[config.mk]
export PLATFORM = sky130hd
export DESIGN_NAME = execute_cycle_flat
export DESIGN_NICKNAME = d
export VERILOG_FILES = /design/src/rtl/execute_cycle_if.sv /design/src/rtl/execute_cycle.sv /design/src/flat_wrapper.sv
export SDC_FILE = /design/constraint.sdc
export NUM_CORES = 1
export LEC_CHECK = 0
export ABC_AREA = 1
export ABC_CLOCK_PERIOD_IN_PS = 3700
export CORE_AREA = 2 2 221 136
export DETAILED_ROUTE_END_ITERATION = 7
export DIE_AREA = 0 0 223 138
export GPL_ROUTABILITY_DRIVEN = 1
export HOLD_SLACK_MARGIN = 0.02
export PLACE_DENSITY = 0.76
export REMOVE_ABC_BUFFERS = 1
export SYNTH_ARGS = -nofsm -noshare
export SYNTH_HDL_FRONTEND = slang
export SYNTH_SLANG_ARGS = --single-unit
[constraint.sdc]
create_clock -name clk -period 3.7 [get_ports clk]
set_clock_uncertainty 0.1 [all_clocks]
set_input_delay 0.37 -clock clk [delete_from_list [all_inputs] [get_ports clk]]
set_output_delay 0.37 -clock clk [all_outputs]
set_load 0.01 [all_outputs]
[src/rtl/execute_cycle_if.sv]
// Execute-stage bus: decode-side E inputs, forwarding inputs, and the
// combinational branch outputs plus EX/MEM register outputs.
interface execute_cycle_if #(
    parameter int XLEN       = 32,
    parameter int REG_ADDR_W = 5
);
    logic                  RegWriteE;
    logic                  ResultSrcE;
    logic                  MemWriteE;
    logic                  BranchE;
    logic                  ALUSrcE;
    logic [2:0]            ALUcontrolE;
    logic [XLEN-1:0]       RD1E;
    logic [XLEN-1:0]       RD2E;
    logic [XLEN-1:0]       ImmExtE;
    logic [XLEN-1:0]       PCE;
    logic [XLEN-1:0]       PCPlus4E;
    logic [REG_ADDR_W-1:0] RdE;
    logic [1:0]            ForwardAE;
    logic [1:0]            ForwardBE;
    logic [XLEN-1:0]       ResultW;

    logic                  PCSrcE;
    logic [XLEN-1:0]       PCTargetE;
    logic                  RegWriteM;
    logic                  ResultSrcM;
    logic                  MemWriteM;
    logic [XLEN-1:0]       ALUResultM;
    logic [XLEN-1:0]       WriteDataM;
    logic [XLEN-1:0]       PCPlus4M;
    logic [REG_ADDR_W-1:0] RdM;

    // The upstream decode/hazard logic drives E-side signals.
    modport master (
        output RegWriteE, ResultSrcE, MemWriteE, BranchE, ALUSrcE, ALUcontrolE,
               RD1E, RD2E, ImmExtE, PCE, PCPlus4E, RdE, ForwardAE, ForwardBE, ResultW,
        input  PCSrcE, PCTargetE, RegWriteM, ResultSrcM, MemWriteM,
               ALUResultM, WriteDataM, PCPlus4M, RdM
    );

    // The execute stage itself.
    modport slave (
        input  RegWriteE, ResultSrcE, MemWriteE, BranchE, ALUSrcE, ALUcontrolE,
               RD1E, RD2E, ImmExtE, PCE, PCPlus4E, RdE, ForwardAE, ForwardBE, ResultW,
        output PCSrcE, PCTargetE, RegWriteM, ResultSrcM, MemWriteM,
               ALUResultM, WriteDataM, PCPlus4M, RdM
    );
endinterface

[src/rtl/execute_cycle.sv]
// Execute stage of the 5-stage RV32 pipeline: operand forwarding, ALU,
// beq resolution and the EX/MEM pipeline register.
module execute_cycle #(
    parameter int XLEN       = 32,
    parameter int REG_ADDR_W = 5
) (
    input  logic            clk,
    input  logic            rst,
    execute_cycle_if.slave  bus
);
    logic [XLEN-1:0] src_a;
    logic [XLEN-1:0] write_data;
    logic [XLEN-1:0] src_b;
    logic [XLEN-1:0] alu_result;
    logic            zero;

    // Select 2'b10 forwards this stage's own registered result from the previous cycle.
    always_comb begin
        src_a = bus.RD1E;
        case (bus.ForwardAE)
            2'b01:   src_a = bus.ResultW;
            2'b10:   src_a = bus.ALUResultM;
            default: src_a = bus.RD1E;
        endcase
    end

    always_comb begin
        write_data = bus.RD2E;
        case (bus.ForwardBE)
            2'b01:   write_data = bus.ResultW;
            2'b10:   write_data = bus.ALUResultM;
            default: write_data = bus.RD2E;
        endcase
    end

    assign src_b = bus.ALUSrcE ? bus.ImmExtE : write_data;

    always_comb begin
        alu_result = '0;
        case (bus.ALUcontrolE)
            3'b000:  alu_result = src_a + src_b;
            3'b001:  alu_result = src_a - src_b;
            3'b010:  alu_result = src_a & src_b;
            3'b011:  alu_result = src_a | src_b;
            3'b101:  alu_result = {{(XLEN-1){1'b0}}, ($signed(src_a) < $signed(src_b))};
            default: alu_result = '0;
        endcase
    end

    assign zero          = (alu_result == '0);
    assign bus.PCSrcE    = bus.BranchE & zero;
    assign bus.PCTargetE = bus.PCE + bus.ImmExtE;

    // No stall or flush: the register captures every cycle once out of reset.
    always_ff @(posedge clk or negedge rst) begin
        if (!rst) begin
            bus.RegWriteM  <= 1'b0;
            bus.ResultSrcM <= 1'b0;
            bus.MemWriteM  <= 1'b0;
            bus.ALUResultM <= '0;
            bus.WriteDataM <= '0;
            bus.PCPlus4M   <= '0;
            bus.RdM        <= '0;
        end else begin
            bus.RegWriteM  <= bus.RegWriteE;
            bus.ResultSrcM <= bus.ResultSrcE;
            bus.MemWriteM  <= bus.MemWriteE;
            bus.ALUResultM <= alu_result;
            bus.WriteDataM <= write_data;
            bus.PCPlus4M   <= bus.PCPlus4E;
            bus.RdM        <= bus.RdE;
        end
    end
endmodule

[src/flat_wrapper.sv]
// flat-port wrapper written by rule: the top's interface ports become plain ports
module execute_cycle_flat 
#(
    parameter int XLEN       = 32,
    parameter int REG_ADDR_W = 5
)
  (clk, rst, bus_RegWriteE, bus_ResultSrcE, bus_MemWriteE, bus_BranchE, bus_ALUSrcE, bus_ALUcontrolE, bus_RD1E, bus_RD2E, bus_ImmExtE, bus_PCE, bus_PCPlus4E, bus_RdE, bus_ForwardAE, bus_ForwardBE, bus_ResultW, bus_PCSrcE, bus_PCTargetE, bus_RegWriteM, bus_ResultSrcM, bus_MemWriteM, bus_ALUResultM, bus_WriteDataM, bus_PCPlus4M, bus_RdM);
  execute_cycle_if #(.XLEN(XLEN), .REG_ADDR_W(REG_ADDR_W)) bus_i ();
  input  logic clk;
  input  logic rst;
  input wire logic [$bits(bus_i.RegWriteE)-1:0] bus_RegWriteE;
  input wire logic [$bits(bus_i.ResultSrcE)-1:0] bus_ResultSrcE;
  input wire logic [$bits(bus_i.MemWriteE)-1:0] bus_MemWriteE;
  input wire logic [$bits(bus_i.BranchE)-1:0] bus_BranchE;
  input wire logic [$bits(bus_i.ALUSrcE)-1:0] bus_ALUSrcE;
  input wire logic [$bits(bus_i.ALUcontrolE)-1:0] bus_ALUcontrolE;
  input wire logic [$bits(bus_i.RD1E)-1:0] bus_RD1E;
  input wire logic [$bits(bus_i.RD2E)-1:0] bus_RD2E;
  input wire logic [$bits(bus_i.ImmExtE)-1:0] bus_ImmExtE;
  input wire logic [$bits(bus_i.PCE)-1:0] bus_PCE;
  input wire logic [$bits(bus_i.PCPlus4E)-1:0] bus_PCPlus4E;
  input wire logic [$bits(bus_i.RdE)-1:0] bus_RdE;
  input wire logic [$bits(bus_i.ForwardAE)-1:0] bus_ForwardAE;
  input wire logic [$bits(bus_i.ForwardBE)-1:0] bus_ForwardBE;
  input wire logic [$bits(bus_i.ResultW)-1:0] bus_ResultW;
  output wire logic [$bits(bus_i.PCSrcE)-1:0] bus_PCSrcE;
  output wire logic [$bits(bus_i.PCTargetE)-1:0] bus_PCTargetE;
  output wire logic [$bits(bus_i.RegWriteM)-1:0] bus_RegWriteM;
  output wire logic [$bits(bus_i.ResultSrcM)-1:0] bus_ResultSrcM;
  output wire logic [$bits(bus_i.MemWriteM)-1:0] bus_MemWriteM;
  output wire logic [$bits(bus_i.ALUResultM)-1:0] bus_ALUResultM;
  output wire logic [$bits(bus_i.WriteDataM)-1:0] bus_WriteDataM;
  output wire logic [$bits(bus_i.PCPlus4M)-1:0] bus_PCPlus4M;
  output wire logic [$bits(bus_i.RdM)-1:0] bus_RdM;
  assign bus_i.RegWriteE = bus_RegWriteE;
  assign bus_i.ResultSrcE = bus_ResultSrcE;
  assign bus_i.MemWriteE = bus_MemWriteE;
  assign bus_i.BranchE = bus_BranchE;
  assign bus_i.ALUSrcE = bus_ALUSrcE;
  assign bus_i.ALUcontrolE = bus_ALUcontrolE;
  assign bus_i.RD1E = bus_RD1E;
  assign bus_i.RD2E = bus_RD2E;
  assign bus_i.ImmExtE = bus_ImmExtE;
  assign bus_i.PCE = bus_PCE;
  assign bus_i.PCPlus4E = bus_PCPlus4E;
  assign bus_i.RdE = bus_RdE;
  assign bus_i.ForwardAE = bus_ForwardAE;
  assign bus_i.ForwardBE = bus_ForwardBE;
  assign bus_i.ResultW = bus_ResultW;
  assign bus_PCSrcE = bus_i.PCSrcE;
  assign bus_PCTargetE = bus_i.PCTargetE;
  assign bus_RegWriteM = bus_i.RegWriteM;
  assign bus_ResultSrcM = bus_i.ResultSrcM;
  assign bus_MemWriteM = bus_i.MemWriteM;
  assign bus_ALUResultM = bus_i.ALUResultM;
  assign bus_WriteDataM = bus_i.WriteDataM;
  assign bus_PCPlus4M = bus_i.PCPlus4M;
  assign bus_RdM = bus_i.RdM;
  execute_cycle #(.XLEN(XLEN), .REG_ADDR_W(REG_ADDR_W)) u_core (.clk(clk), .rst(rst), .bus(bus_i));
endmodule
==> metrics.log <==
INFO  metric clockBufferDepth = 2
INFO  metric finalHoldViolCount = 0
INFO  metric post-layout-total-power = approximately 9 mW
INFO  metric combPwrFrac = 0.734
INFO  metric final.period_utilization = 1.20
INFO  metric synth_largest_type_area_fraction = 0.213
INFO  metric drt.antenna.violating_nets = 0
INFO  metric timing.hold.worst_path_depth = 1
INFO  metric pin_count = 348
INFO  metric layout.nets = roughly 3300
INFO  metric numCtsBuffers = 9
INFO  metric synth_cell_type_count = 47
INFO  metric wl = 76800 um
INFO  metric timing_max_transition_violations_final = 0
INFO  metric dpl-instance-area = between 15000 and 20000 sq um
INFO  metric crit_arrival = around 4 ns
INFO  metric synthTopCellsByCount = nand2_1 (502), inv_1 (361), nor2_1 (178)
INFO  metric route.detailed.drc = 0
INFO  metric worstSkewPairLatency = ~0.37 ns
INFO  metric clock_sinks = between 100 and 150
INFO  metric internal_power = ~5 mW
INFO  metric rr_endpoint = u_core.bus.ALUResultM[6]$_DFF_PN0_
INFO  metric reported_max_cap_violation_count = 0
INFO  metric regToRegSetupSlack = -0.60 ns
INFO  metric syn_std_cell_area = 12200 sq um
INFO  metric worstReg2RegStart = u_core.bus.ALUResultM[3]$_DFF_PN0_
INFO  metric grt_first_pass_wirelength = about 110000 um
INFO  metric minimum_clock_period = ~4.4 ns
INFO  metric initial_core_util = 0.420
INFO  metric synth_area_per_cell = around 6.3 sq um
INFO  metric rsz_0062_raised_after_global_routing = yes
INFO  metric irDropWorstVdd = between 0.2 and 0.3 mV
INFO  metric critPathKind = in -> out
INFO  metric run_status = complete, but fails checks
INFO  metric yosys.cell_count.top_type = nand2_1
INFO  metric core = 29100 sq um
INFO  metric critPathRequiredTime = approximately 3.2 ns
INFO  metric root_buffer = clkbuf_16
INFO  metric grt_start_max_net_pins = 54
INFO  metric port-buffer-count = approximately 350
INFO  metric detailedRoute.firstIterationViolations = approximately 2800
INFO  metric final.fill_count = 1832
INFO  metric gr-total-overflow = 0
INFO  metric place_congestion = between 1 and 1.5
INFO  metric post_route_cells_drive_above_1_share = 0.410
INFO  metric worstRegToRegCells = 26
INFO  metric post_drt_via_cell_ratio = 5.78
INFO  metric end_kind = primary output
INFO  metric timing.setup.tns = -3.17 ns
INFO  metric worst_hold_startpoint = bus_PCPlus4E[13]
INFO  metric die_height = approximately 140 um
INFO  metric drt_wl_cell = 23.3 um
INFO  metric htreeDepth = 3
INFO  metric final_cells = 3299
INFO  metric stdcell_area = ~24000 sq um
INFO  metric dp_hpwl = approximately 57000 um
INFO  metric yosys_most_used_dff = dfrtp_1
INFO  metric drtPass1Iterations = 6
INFO  metric p_per_area = ~380 nW/um^2
INFO  metric crit_path_start_kind = input pin
INFO  metric synth-seq-area-share = 0.213
INFO  metric setup_ws = -0.743 ns
INFO  metric globalRouteMet3Util = 0.165
INFO  metric synth_async_sr_flop_share = 1.00
INFO  metric vias = 19066
INFO  metric net_switching_share_of_the_total_power = 0.466
INFO  metric slew_at_the_pin_closest_to_its_max_slew_limit = around 0.77 ns
INFO  metric worstHoldPathType = in -> reg
INFO  metric failed_checks = setup timing
INFO  metric leakage_power = 12.0 nW
INFO  metric grt_antenna_before_repair = 8
INFO  metric met2_usage = 0.672
INFO  metric crit_fanout = 7
INFO  metric cts_tree = built
INFO  metric share_seq_of_total_power = 0.150
INFO  metric max_freq = between 0.2 and 0.25 GHz
INFO  metric setup_violations = 5
INFO  metric grt_util_all_layers = 0.455
INFO  metric grt_pass1_vias = between 15000 and 20000
INFO  metric final.hold.worst_slack = ~0.32 ns
INFO  metric grt_most_used_layer = met2
INFO  metric fraction_of_power_consumed_by_the_clock_network = 0.116
INFO  metric worst_hold_path.endpoint = u_core.bus.PCPlus4M[13]$_DFF_PN0_
INFO  metric place_inst = between 3000 and 4000
INFO  metric synth-warning-count = 0
INFO  metric synth_enable_flop_cells = 0
INFO  metric globalRouteMet1Util = 0.606
INFO  metric row_count = roughly 50
INFO  metric netsw = between 4 and 5 mW
INFO  metric die_x = approximately 220 um
INFO  metric clock_pin_slew_on_the_worst_setup_and_hold_paths = roughly 0.090 ns
INFO  metric synth.ff_latch_count = 104
INFO  metric postSynthCellCount = ~1900
INFO  metric layout-area-overhead-vs-synth = 94.5%
INFO  metric relSlewSlack = 0.485
INFO  metric synthDominantAreaCellType = dfrtp_1
INFO  metric die_area = slightly above 30000 sq um
INFO  metric synthTopCellsByArea = dfrtp_1 (21%), nand2_1 (15%), ha_1 (13%)
flip-flops by register name (all words and copies together), names as in the netlist:
register,count
u_core.bus.ALUResultM,32
u_core.bus.MemWriteM,1
u_core.bus.PCPlus4M,32
u_core.bus.RdM,5
u_core.bus.RegWriteM,1
u_core.bus.ResultSrcM,1
u_core.bus.WriteDataM,32
placed cells by master, fill, tap and decap left out, types with 10 or more instances in the layout:
master	count
a21oi_1	68
a21oi_2	28
a221o_1	60
buf_12	18
buf_4	606
buf_6	36
clkbuf_16	10
clkdlybuf4s50_1	323
dfrtp_1	104
dlygate4sd2_1	13
ha_1	92
ha_4	34
inv_1	307
inv_2	58
nand2_1	390
nand2_2	100
nand2_4	23
nand3_1	89
nand3_2	37
nand4_1	12
nor2_1	91
nor2_2	62
nor2_4	37
o21ai_0	42
o21ai_1	25
o21ai_2	62
o21ai_4	19
o22ai_1	18
xor2_1	20
metrics by stage:
step | utilization | setup slack (ns)
final | 0.816 | -0.743
after global routing | 0.816 | -0.837
after CTS | 0.772 | -0.560
after detailed placement | 0.686 | -2.31
after global placement | 0.686 | -2.33
after floorplan | - | -0.728
layout make-up:
type | count | area (sq um) | area share
Clock buffer | 9 | 225 | 0.00947
Clock inverter | 7 | 88.8 | 0.00374
Timing Repair Buffer | 1012 | 8880 | 0.373
Multi-Input combinational cell | 1412 | 10100 | 0.425
Tap cell | 382 | 478 | 0.0201
Inverter | 369 | 1390 | 0.0586
Antenna cell | 4 | 10.0 | 0.000421
Sequential cell | 104 | 2600 | 0.109
routing by layer:
layer | vias up | part of all wire | wire length [um]
met5 | - | 0.00051 | 39
met4 | 8 | 0.055 | 4260
met3 | 369 | 0.15 | 11300
met2 | 1549 | 0.41 | 31700
met1 | 8963 | 0.38 | 29600
li1 | 8177 | - | -
worst max-delay path by stage:
| stage | from | end | slack (ns) | cells past startpoint |
|---|---|---|---|---|
| 6_report | bus_ForwardBE[0] | bus_PCSrcE | -0.74 | 27 |
| 2_1_floorplan | bus_ForwardBE[0] | bus_PCSrcE | -0.73 | 23 |
| 3_3_place_gp | bus_ForwardBE[0] | bus_PCSrcE | -2.33 | 28 |
| 4_1_cts | bus_ForwardBE[0] | bus_PCSrcE | -0.56 | 29 |
| 5_1_grt | bus_ForwardBE[0] | bus_PCSrcE | -0.84 | 26 |
| 3_5_place_dp | bus_ForwardBE[0] | bus_PCSrcE | -2.31 | 28 |
critical path, cell delays in order:
cell and delay, ns:
buf_8 0.08, inv_2 0.04, ha_4 0.19, buf_12 0.16, buf_12 0.13, a221o_1 0.35
o21ai_2 0.08, o21ai_2 0.11, ha_2 0.24, fa_2 0.42, inv_2 0.08, buf_6 0.11
nand2_2 0.05, nand2_2 0.16, nand2_2 0.11, nand2_4 0.12, nand2_4 0.07, nand2_2 0.07
nand2_2 0.06, nand3_2 0.08, nand2_1 0.08, nand2_2 0.09, nand3_2 0.09, nor3_2 0.18
nand3_1 0.13, nor2_2 0.17, buf_6 0.14
what timing repair did:
| item | CTS | global route |
|---|---|---|
| hold buffers | 1 | 0 |
| endpoints found under the setup margin | 40 | 20 |
| pin swaps | 123 | 166 |
| gates resized for setup | 476 | 285 |
| buffers inserted | 99 | 44 |
| cloned | 3 | 1 |
| endpoints found under the hold margin | 52 | 0 |
cells by family after synthesis:
group,synth area share
AO/OA/AOI/OAI,0.183
flip-flops,0.213
buffers and inverters,0.139
AND/OR/NAND/NOR,0.303
XOR/XNOR,0.0229
adder cells (fa/ha/maj),0.139
power by group through the flow:
stage / Sequential [mW] / Combinational, mW / Clock (mW)
2_1_floorplan: 1.42 / 1.99 / 0
4_1_cts: 1.35 / 5.77 / 1.06
6_report: 1.37 / 6.70 / 1.06
5_1_grt: 1.37 / 6.97 / 1.10
3_3_place_gp: 1.37 / 4.85 / 0
3_5_place_dp: 1.37 / 4.92 / 0
No activity file was read; power rests on OpenSTA's default activity.
